### config.mk
export PLATFORM = sky130hd
export DESIGN_NAME = id_ex_alu_issue
export DESIGN_NICKNAME = d
export VERILOG_FILES = /design/src/rtl/alu_pkg.sv /design/src/rtl/operand_fwd.sv /design/src/rtl/id_ex_alu_issue.sv
export SDC_FILE = /design/constraint.sdc
export NUM_CORES = 1
export LEC_CHECK = 0
export BUFFER_PORTS_ARGS = -buffer_cell sky130_fd_sc_hd__buf_2
export CORE_MARGIN = 2
export CORE_UTILIZATION = 40
export DETAILED_ROUTE_END_ITERATION = 12
export HOLD_SLACK_MARGIN = 0.1
export PLACE_DENSITY = 0.68
export SLEW_MARGIN = 10
export SYNTH_ARGS = -nofsm -noshare
export SYNTH_HDL_FRONTEND = slang
export SYNTH_HIERARCHICAL = 1
export SYNTH_SLANG_ARGS = --single-unit
### constraint.sdc
create_clock -name clk -period 4.3 [get_ports clk]
set_input_delay 0.86 -clock clk [delete_from_list [all_inputs] [get_ports clk]]
set_output_delay 0.86 -clock clk [all_outputs]
set_load 0.02 [all_outputs]
### src/rtl/alu_pkg.sv
// Shared ALU opcodes, MIPS opcode/funct constants and the ID/EX register
// layout (including its bubble value) for the decode/issue stage.
package alu_pkg;

    typedef enum logic [2:0] {
        ALU_ADD  = 3'b000,
        ALU_SUB  = 3'b010,
        ALU_AND  = 3'b011,
        ALU_OR   = 3'b100,
        ALU_SLL  = 3'b101,
        ALU_SLLV = 3'b110,
        ALU_SRAV = 3'b111
    } alu_sel_e;

    localparam logic [5:0] OP_RTYPE = 6'h00;
    localparam logic [5:0] OP_BEQ   = 6'h04;
    localparam logic [5:0] OP_ADDI  = 6'h08;
    localparam logic [5:0] OP_ANDI  = 6'h0C;
    localparam logic [5:0] OP_ORI   = 6'h0D;
    localparam logic [5:0] OP_LW    = 6'h23;
    localparam logic [5:0] OP_SW    = 6'h2B;

    localparam logic [5:0] FN_SLL   = 6'h00;
    localparam logic [5:0] FN_SLLV  = 6'h04;
    localparam logic [5:0] FN_SRAV  = 6'h07;
    localparam logic [5:0] FN_ADD   = 6'h20;
    localparam logic [5:0] FN_ADDU  = 6'h21;
    localparam logic [5:0] FN_SUB   = 6'h22;
    localparam logic [5:0] FN_AND   = 6'h24;
    localparam logic [5:0] FN_OR    = 6'h25;

    typedef struct packed {
        logic [31:0] alu_in1;
        logic [31:0] alu_in2;
        logic [31:0] store_data;
        alu_sel_e    sel;
        logic [4:0]  shamt;
        logic [4:0]  dest;
        logic        regwrite;
        logic        memread;
        logic        memwrite;
        logic        valid;
    } id_ex_t;

    localparam id_ex_t ID_EX_BUBBLE = '{
        alu_in1:    '0,
        alu_in2:    '0,
        store_data: '0,
        sel:        ALU_ADD,
        shamt:      '0,
        dest:       '0,
        regwrite:   1'b0,
        memread:    1'b0,
        memwrite:   1'b0,
        valid:      1'b0
    };

endpackage

### src/rtl/operand_fwd.sv
// Combinational operand forwarding mux: $0, then EX result, then MEM value,
// then register-file data.
module operand_fwd (
    input  logic [4:0]  i_addr,
    input  logic [31:0] i_rf_data,
    input  logic        i_ex_en,
    input  logic [4:0]  i_ex_dest,
    input  logic [31:0] i_ex_result,
    input  logic        i_mem_en,
    input  logic [4:0]  i_mem_dest,
    input  logic [31:0] i_mem_value,
    output logic [31:0] o_data
);

    always_comb begin
        o_data = i_rf_data;
        if (i_addr == 5'd0)
            o_data = '0;
        else if (i_ex_en && (i_ex_dest == i_addr))
            o_data = i_ex_result;
        else if (i_mem_en && (i_mem_dest == i_addr))
            o_data = i_mem_value;
    end

endmodule

### src/rtl/id_ex_alu_issue.sv
// ID/EX issue stage: decodes the ALU op, forwards and extends operands,
// detects load-use hazards and registers everything into the ID/EX boundary.
module id_ex_alu_issue
    import alu_pkg::*;
(
    input  logic        clk,
    input  logic        reset,
    input  logic [31:0] Instr,
    input  logic        InstrValid,
    input  logic [31:0] RsData,
    input  logic [31:0] RtData,
    input  logic [31:0] ExResult,
    input  logic        MemRegWrite,
    input  logic [4:0]  MemDest,
    input  logic [31:0] MemValue,
    input  logic        StallIn,
    input  logic        FlushIn,
    output logic [31:0] ALUIn1,
    output logic [31:0] ALUIn2,
    output logic [2:0]  ALUSel,
    output logic [4:0]  Shamt,
    output logic [4:0]  DestReg,
    output logic        RegWrite,
    output logic        MemRead,
    output logic        MemWrite,
    output logic        ExValid,
    output logic [31:0] StoreData,
    output logic        StallOut,
    output logic        Illegal
);

    id_ex_t r_q;
    id_ex_t w_d;
    logic   r_illegal;

    logic [5:0]  w_op, w_funct;
    logic [4:0]  w_rs, w_rt, w_rd;
    logic [31:0] w_imm;

    assign w_op    = Instr[31:26];
    assign w_rs    = Instr[25:21];
    assign w_rt    = Instr[20:16];
    assign w_rd    = Instr[15:11];
    assign w_funct = Instr[5:0];

    alu_sel_e   w_sel;
    logic [4:0] w_dest, w_shamt;
    logic       w_regwrite, w_memread, w_memwrite;
    logic       w_use_imm, w_sign_ext, w_rt_src, w_var_shift, w_legal;

    always_comb begin
        w_sel       = ALU_ADD;
        w_dest      = '0;
        w_shamt     = '0;
        w_regwrite  = 1'b0;
        w_memread   = 1'b0;
        w_memwrite  = 1'b0;
        w_use_imm   = 1'b1;
        w_sign_ext  = 1'b1;
        w_rt_src    = 1'b0;
        w_var_shift = 1'b0;
        w_legal     = 1'b1;
        case (w_op)
            OP_RTYPE: begin
                w_use_imm  = 1'b0;
                w_rt_src   = 1'b1;
                w_dest     = w_rd;
                w_regwrite = 1'b1;
                case (w_funct)
                    FN_ADD, FN_ADDU: w_sel = ALU_ADD;
                    FN_SUB:          w_sel = ALU_SUB;
                    FN_AND:          w_sel = ALU_AND;
                    FN_OR:           w_sel = ALU_OR;
                    FN_SLL: begin
                        w_sel   = ALU_SLL;
                        w_shamt = Instr[10:6];
                    end
                    FN_SLLV: begin
                        w_sel       = ALU_SLLV;
                        w_var_shift = 1'b1;
                    end
                    FN_SRAV: begin
                        w_sel       = ALU_SRAV;
                        w_var_shift = 1'b1;
                    end
                    default: w_legal = 1'b0;
                endcase
            end
            OP_ADDI: begin
                w_dest     = w_rt;
                w_regwrite = 1'b1;
            end
            OP_ANDI: begin
                w_sel      = ALU_AND;
                w_sign_ext = 1'b0;
                w_dest     = w_rt;
                w_regwrite = 1'b1;
            end
            OP_ORI: begin
                w_sel      = ALU_OR;
                w_sign_ext = 1'b0;
                w_dest     = w_rt;
                w_regwrite = 1'b1;
            end
            OP_LW: begin
                w_dest     = w_rt;
                w_regwrite = 1'b1;
                w_memread  = 1'b1;
            end
            OP_SW: begin
                w_memwrite = 1'b1;
                w_rt_src   = 1'b1;
            end
            OP_BEQ: begin
                w_sel     = ALU_SUB;
                w_use_imm = 1'b0;
                w_rt_src  = 1'b1;
            end
            default: w_legal = 1'b0;
        endcase
    end

    assign w_imm = w_sign_ext ? {{16{Instr[15]}}, Instr[15:0]} : {16'b0, Instr[15:0]};

    // A load in EX has no result yet, so it is excluded from EX forwarding.
    logic        w_ex_fwd_en;
    logic [31:0] w_rs_fwd, w_rt_fwd;

    assign w_ex_fwd_en = r_q.valid & r_q.regwrite & ~r_q.memread;

    operand_fwd u_fwd_rs (
        .i_addr      (w_rs),
        .i_rf_data   (RsData),
        .i_ex_en     (w_ex_fwd_en),
        .i_ex_dest   (r_q.dest),
        .i_ex_result (ExResult),
        .i_mem_en    (MemRegWrite),
        .i_mem_dest  (MemDest),
        .i_mem_value (MemValue),
        .o_data      (w_rs_fwd)
    );

    operand_fwd u_fwd_rt (
        .i_addr      (w_rt),
        .i_rf_data   (RtData),
        .i_ex_en     (w_ex_fwd_en),
        .i_ex_dest   (r_q.dest),
        .i_ex_result (ExResult),
        .i_mem_en    (MemRegWrite),
        .i_mem_dest  (MemDest),
        .i_mem_value (MemValue),
        .o_data      (w_rt_fwd)
    );

    logic w_load_use, w_take;

    assign w_load_use = r_q.valid & r_q.memread & (r_q.dest != 5'd0) &
                        ((r_q.dest == w_rs) | (w_rt_src & (r_q.dest == w_rt)));
    assign StallOut   = ~reset & ~StallIn & ~FlushIn & w_load_use;
    assign w_take     = InstrValid & ~FlushIn & ~w_load_use;

    always_comb begin
        w_d            = ID_EX_BUBBLE;
        w_d.alu_in1    = w_var_shift ? {27'b0, w_rs_fwd[4:0]} : w_rs_fwd;
        w_d.alu_in2    = w_use_imm ? w_imm : w_rt_fwd;
        w_d.store_data = w_rt_fwd;
        w_d.sel        = w_sel;
        w_d.shamt      = w_shamt;
        w_d.dest       = w_dest;
        w_d.regwrite   = w_regwrite;
        w_d.memread    = w_memread;
        w_d.memwrite   = w_memwrite;
        w_d.valid      = 1'b1;
    end

    always_ff @(posedge clk) begin
        if (reset) begin
            r_q       <= ID_EX_BUBBLE;
            r_illegal <= 1'b0;
        end else if (!StallIn) begin
            r_q       <= (w_take && w_legal) ? w_d : ID_EX_BUBBLE;
            r_illegal <= w_take & ~w_legal;
        end
    end

    assign ALUIn1    = r_q.alu_in1;
    assign ALUIn2    = r_q.alu_in2;
    assign ALUSel    = r_q.sel;
    assign Shamt     = r_q.shamt;
    assign DestReg   = r_q.dest;
    assign RegWrite  = r_q.regwrite;
    assign MemRead   = r_q.memread;
    assign MemWrite  = r_q.memwrite;
    assign ExValid   = r_q.valid;
    assign StoreData = r_q.store_data;
    assign Illegal   = r_illegal;

endmodule

==> results of run 1 <==
==> worst max path at each step <==
stage,cells past startpoint,startpoint,end
after floorplan,5,Instr[26],StallOut
after global placement,6,Instr[28],StallOut
after global routing,6,Instr[28],StallOut
final,6,Instr[28],StallOut
after CTS,6,Instr[28],StallOut
after detailed placement,6,Instr[28],StallOut
==> area by class of cell <==
cell class	instances	share of cell area, %
Clock buffer	18	4.95
Timing Repair Buffer	300	17.5
Tap cell	220	3.10
Multi-Input combinational cell	597	46.3
Sequential cell	114	25.7
Antenna cell	3	0.0846
Clock inverter	14	2.27
Inverter	1	0.0423
==> cell families (layout without fill, tap and decap cells) <==
kind of cell | count (synthesis) | in the layout
muxes | 17 | 17
buffers and inverters | 96 | 333
and+or+nand+nor | 249 | 249
other | 0 | 3
xor gates and xnor gates | 31 | 31
AOI/OAI and AO/OA | 300 | 300
DFF | 114 | 114
==> cells in the final DEF, fill, tap and decap left out, types with 20 or more instances in the layout <==
cell      instances
buf_2           285
dfxtp_1         114
o21ai_0          70
a22o_1           68
nor3_1           67
nand2_1          47
nand3_1          40
o22a_1           36
a211oi_1         36
o21ai_1          35
nand4_1          33
nor2_1           27
xnor2_1          26
a311oi_2         20
==> power by group <==
part	internal (uW)	leakage, uW	switching, uW	total [uW]
Sequential	1060	0.000918	2.46	1060
Combinational	144	0.00243	242	387
Clock	993	0.000308	556	1550
Total	2200	0.00366	801	3000
==> critical path, stage by stage <==
cell	delay (ps)
buf_2	150
and4b_1	310
a21oi_1	140
or4b_1	610
a2111oi_0	390
buf_2	230
==> layer usage <==
layer | track usage (%) | wire, um | vias to the layer above
met4 | 8.98 | 569 | 0
li1 | - | - | 3579
met3 | 6.95 | 2700 | 57
met5 | 0 | 0 | -
met1 | 40.8 | 11700 | 3540
met2 | 43.8 | 11800 | 444
==> sequential cells by signal, indices dropped and copies added, names as in the netlist <==
name,count
ALUIn2,32
Shamt,5
Illegal,1
DestReg,5
StoreData,32
MemWrite,1
RegWrite,1
ExValid,1
ALUIn1,32
MemRead,1
ALUSel,3
==> synthesized netlist by cell type, drive strengths merged, types with 3 or more instances <==
cell type / count / area [sq um]
buf: 29 / 166
nand2: 50 / 188
nor3: 68 / 352
dfxtp: 114 / 2280
mux2i: 17 / 170
a22oi: 7 / 52.6
o22a: 36 / 315
a21oi: 4 / 20.0
or4: 4 / 30.0
xor2: 3 / 26.3
o21ai: 105 / 526
nand2b: 4 / 25.0
a211oi: 36 / 270
a32o: 7 / 70.1
clkbuf: 66 / 248
nor2: 29 / 109
nor4: 4 / 40.0
a311oi: 28 / 370
xnor2: 28 / 260
a22o: 68 / 596
nand4: 33 / 206
nor4b: 3 / 32.5
nand3: 40 / 200
==> stage by stage <==
stage                     power (uW)  hold WS [ps]
final                           3000           443
after global placement          1470           433
after global routing            3090           467
after CTS                       3010           446
after detailed placement        1470           438
after floorplan                 1290           525
==> impl_metrics.py, run 1 <==
metrics = {
    "finish": {
        "regArea_sq_mm": 0.00228,
        "area_growth_pct": 31.3,
        "utilization_pct": 53.7,
        "multi_input_area_sq_mm": 0.00411,
        "drive_gt1_share_pct": 35.0,
        "n_fill_cell": 1592,
        "nets": 1202,
        "final_cells": 1267,
        "postLayoutCellArea_sq_mm": 0.00887,
    },
    "yosys": {
        "yosys_warnings": 6,
        "synthMuxAreaShare_pct": 2.52,
        "postSynthAreaPerCell_sq_um": 8.37,
        "syn_nets": 978,
        "ys_ff_latch": 114,
        "synth_edf_count": 0,
        "synth_area_sq_mm": 0.00676,
        "synthFlopType": "dfxtp_1",
        "synth-xor-area-share_pct": 4.24,
        "yosys.area_share.simple_pct": 19.1,
        "synth_top_family_by_area": "compound AO/OA/AOI/OAI gates",
        "synth_fa_ha_area_share_pct": 0,
        "ys_seq_area_share_pct": 33.8,
        "synth-compound-area-share_pct": 34.1,
        "synth_cell_types": 51,
        "synthCells": 807,
        "postSynth.asyncResetShare_pct": 0,
    },
    "placed_design": {
        "placed_area_sq_mm": 0.00822,
        "placedCellCount": 1232,
        "post-dp-hpwl_um": 19500,
        "globalplace.congestion": 0.920,
        "io_buffers": 285,
        "dp_slack_ps": 793,
    },
    "grt": {
        "grt_pass1_vias": 6949,
        "grt_pass1_wl_um": 40400,
        "grt.total_usage_pct": 29.0,
        "gr-total-overflow": 0,
        "antenna_found_initial": 3,
        "grt_max_degree": 85,
    },
    "sta": {
        "finalSetupViolations": 0,
        "final.setup.worst_slack_ps": 750,
        "hold_viol_final": 0,
        "max_clock_freq_ghz": 0.282,
        "setup_tns_ps": 0,
        "slew-limit-headroom_pct": 32.1,
        "rsz0062_at_grt": "no",
        "worstMarginPinSlew_ps": 1020,
        "min_period_ps": 3550,
        "slew_violations": 0,
        "period_share_pct": 82.5,
        "finalClockSkew_ps": 8.05,
    },
    "route": {
        "avgViaCountPerCell": 6.01,
        "drtIter0Drc": 617,
        "wl_per_cell_um": 21.1,
        "vias": 7620,
        "antenna_left": 0,
        "wl_um": 26800,
        "drcViolationCount": 0,
        "first_pass_iters": 6,
    },
    "worst_setup_path": {
        "end_kind": "output port",
        "arrival_ps": 2690,
        "r2r_start": "DestReg[0]",
        "crit_path_start_kind": "input pin",
        "r2r_setup_slack_ps": 1530,
        "worst-path-max-fanout": 9,
        "rr_worst_depth": 6,
        "r2r-end": "ALUIn2[17]",
        "required_ps": 3440,
        "critPathKind": "in2out",
    },
    "hold_path": {
        "min_path_type": "reg2reg",
        "hold_end": "ALUIn2[30]",
        "hold_path_depth": 2,
        "hold_start": "ALUIn2[30]",
    },
    "pwr": {
        "ir_drop_uv": 275,
        "p_leak_uw": 0.00366,
        "power_density_mw_per_mm2": 338,
    },
    "clock_network": {
        "clk_latency_ps": 410,
        "numCtsBuffers": 17,
        "clk_pin_slew_ps": 60,
        "clock_path_buffers": 2,
        "htree_levels": 4,
        "post_cts_buffers": 0,
        "cts.sinks": 114,
        "cts.repair.resized": 0,
        "root_buffer": "clkbuf_16",
        "holdBufCountCts": 0,
        "cts_tree": "built",
    },
    "floorplan": {
        "dieArea_sq_mm": 0.0179,
        "num_rows": 47,
        "die_w_um": 134,
        "ioPinCount": 286,
        "core-area_sq_mm": 0.0165,
        "die_y_um": 134,
        "initial_core_util_pct": 40.9,
    },
    "flow_run": {
        "maxCapViolations": 0,
    },
    "run_status": {
        "status": "completed",
    },
}
Power figures use the tool's default switching activity.
==> run 2, diff against run 1 <==
PLACE_DENSITY = 0.7   (was 0.68)
clock period = 3.05 ns   (was 4.3 ns; I/O delays follow)
==> run 2 against run 1 <==
  * Combinational power up 46%
  * Non-clock buffer count up 20
  * Sequential cell count unchanged
  * Largest cell class unchanged
  * Critical path type is now reg2out
==> impl_metrics.py, run 2 (synthesis results as in run 1) <==
metrics = {
    "finish": {
        "utilization_pct": 54.5,
        "layout_commonest_cell": "buf_2",
        "nets": 1222,
        "area_growth_pct": 33.4,
        "drive_gt1_share_pct": 36.5,
        "final_cell_mix": "285 x buf_2, 110 x dfxtp_1, 70 x o21ai_0, 68 x a22o_1, 67 x nor3_1",
    },
    "floorplan": {
        "initial_core_util_pct": 40.9,
        "die_w_um": 134,
        "ioPinCount": 286,
        "num_rows": 47,
        "core-area_sq_mm": 0.0165,
        "dieArea_sq_mm": 0.0179,
        "die_y_um": 134,
    },
    "placed_design": {
        "io_buffers": 285,
        "post-dp-hpwl_um": 20000,
        "globalplace.congestion": 0.933,
    },
    "pwr": {
        "ir_drop_uv": 385,
        "finalPower_uw": 4110,
        "power_density_mw_per_mm2": 456,
        "p_leak_uw": 0.00376,
    },
    "worst_setup_path": {
        "critPathKind": "reg2out",
        "required_ps": 2440,
        "end_kind": "output port",
        "worst-path-max-fanout": 7,
        "arrival_ps": 2360,
        "critPathLaunch": "DestReg[0]",
        "r2r_start": "DestReg[0]",
        "crit_path_start_kind": "register",
    },
    "clock_network": {
        "clk_latency_ps": 420,
        "numCtsBuffers": 17,
        "cts_tree": "built",
        "htree_levels": 4,
        "holdBufCountCts": 0,
        "clock_path_buffers": 2,
        "clk_pin_slew_ps": 60,
        "root_buffer": "clkbuf_16",
        "cts.sinks": 114,
    },
    "sta": {
        "finalClockSkew_ps": 7.06,
        "period_share_pct": 97.5,
        "hold_viol_final": 0,
        "setup_tns_ps": 0,
        "max_clock_freq_ghz": 0.336,
        "slew_violations": 0,
        "rsz0062_at_grt": "no",
        "slew-limit-headroom_pct": 44.3,
        "finalSetupViolations": 0,
        "worstMarginPinSlew_ps": 836,
        "min_period_ps": 2970,
    },
    "route": {
        "first_pass_iters": 6,
        "drtIter0Drc": 677,
        "wl_um": 27500,
        "wl_per_cell_um": 21.3,
        "avgViaCountPerCell": 6.10,
        "drcViolationCount": 0,
        "antenna_left": 0,
        "vias": 7860,
    },
    "grt": {
        "antenna_found_initial": 3,
        "grt_pass1_wl_um": 40600,
        "gr-total-overflow": 0,
        "grt_pass1_vias": 7127,
        "grt.total_usage_pct": 29.3,
        "grt_max_degree": 70,
    },
    "run_status": {
        "status": "completed",
    },
    "hold_path": {
        "hold_start": "ALUIn2[29]",
        "min_path_type": "reg2reg",
    },
    "flow_run": {
        "maxCapViolations": 0,
    },
}
[run 2: cell types whose count changed in the layout (fill, tap and decap cells not counted), moves of 2 or more]
cell and change:
buf_12 +4, buf_4 +16, clkinv_2 +3, dfxtp_1 -4
dfxtp_2 +4, inv_6 -2, nor2_2 +2, nor2_4 -2
xnor2_2 +2, xnor2_4 -2
[run 2: final timing paths]
kind                end  slack, ps  depth (start not counted)
max            StallOut         80                          5
min          ALUIn2[29]        440                          2
min reg2reg  ALUIn2[29]        440                          2
max reg2reg    Shamt[0]        560                          6
[run 2: area by class of cell]
| type | count | area [sq um] |
|---|---|---|
| fillers | 1594 | 7510 |
| diodes | 4 | 10.0 |
| flip-flops and latches | 114 | 2290 |
| clock inverters | 13 | 160 |
| inverters | 1 | 3.75 |
| repair buffers | 320 | 1750 |
| clock buffers | 19 | 443 |
| multi-input cells | 597 | 4080 |
| well taps | 220 | 275 |
[run 2: routing by layer]
layer,global-route usage [%],share of wire [%],vias up,wire length [um]
met5,0,0,-,0
met2,45.2,44,517,12200
met3,6.27,9.8,72,2680
li1,-,-,3619,-
met4,12.8,3.5,0,954
met1,39.5,42,3652,11700
[run 2: timing repair]
| action | 4_1_cts | 5_1_grt |
|---|---|---|
| resized for setup | 3 | 1 |
| setup endpoints to repair | 1 | 1 |
| buffers inserted | 0 | 0 |
[run 2: per-stage QoR]
step | area (sq um) | std cells | hold WS (ps) | setup WS [ps]
finish | 9010 | 1288 | 444 | 77.0
CTS | 9000 | 1284 | 442 | 63.1
detailed placement | 8390 | 1252 | 437 | 142
global route | 9010 | 1287 | 448 | 22.4
floorplan | 6760 | 807 | 525 | 119
global placement | 8390 | 1252 | 431 | 176
[run 2: power by group]
group	internal (uW)	switching, uW
registers	1500	3.72
clock network	1300	739
logic	216	348
total	3020	1090
[run 2: critical path, stage by stage, from the launching register on]
cell       delay, ps
dfxtp_2          450
or4_1            170
o211ai_2         130
or4_1            580
a2111oi_2        380
buf_2            220
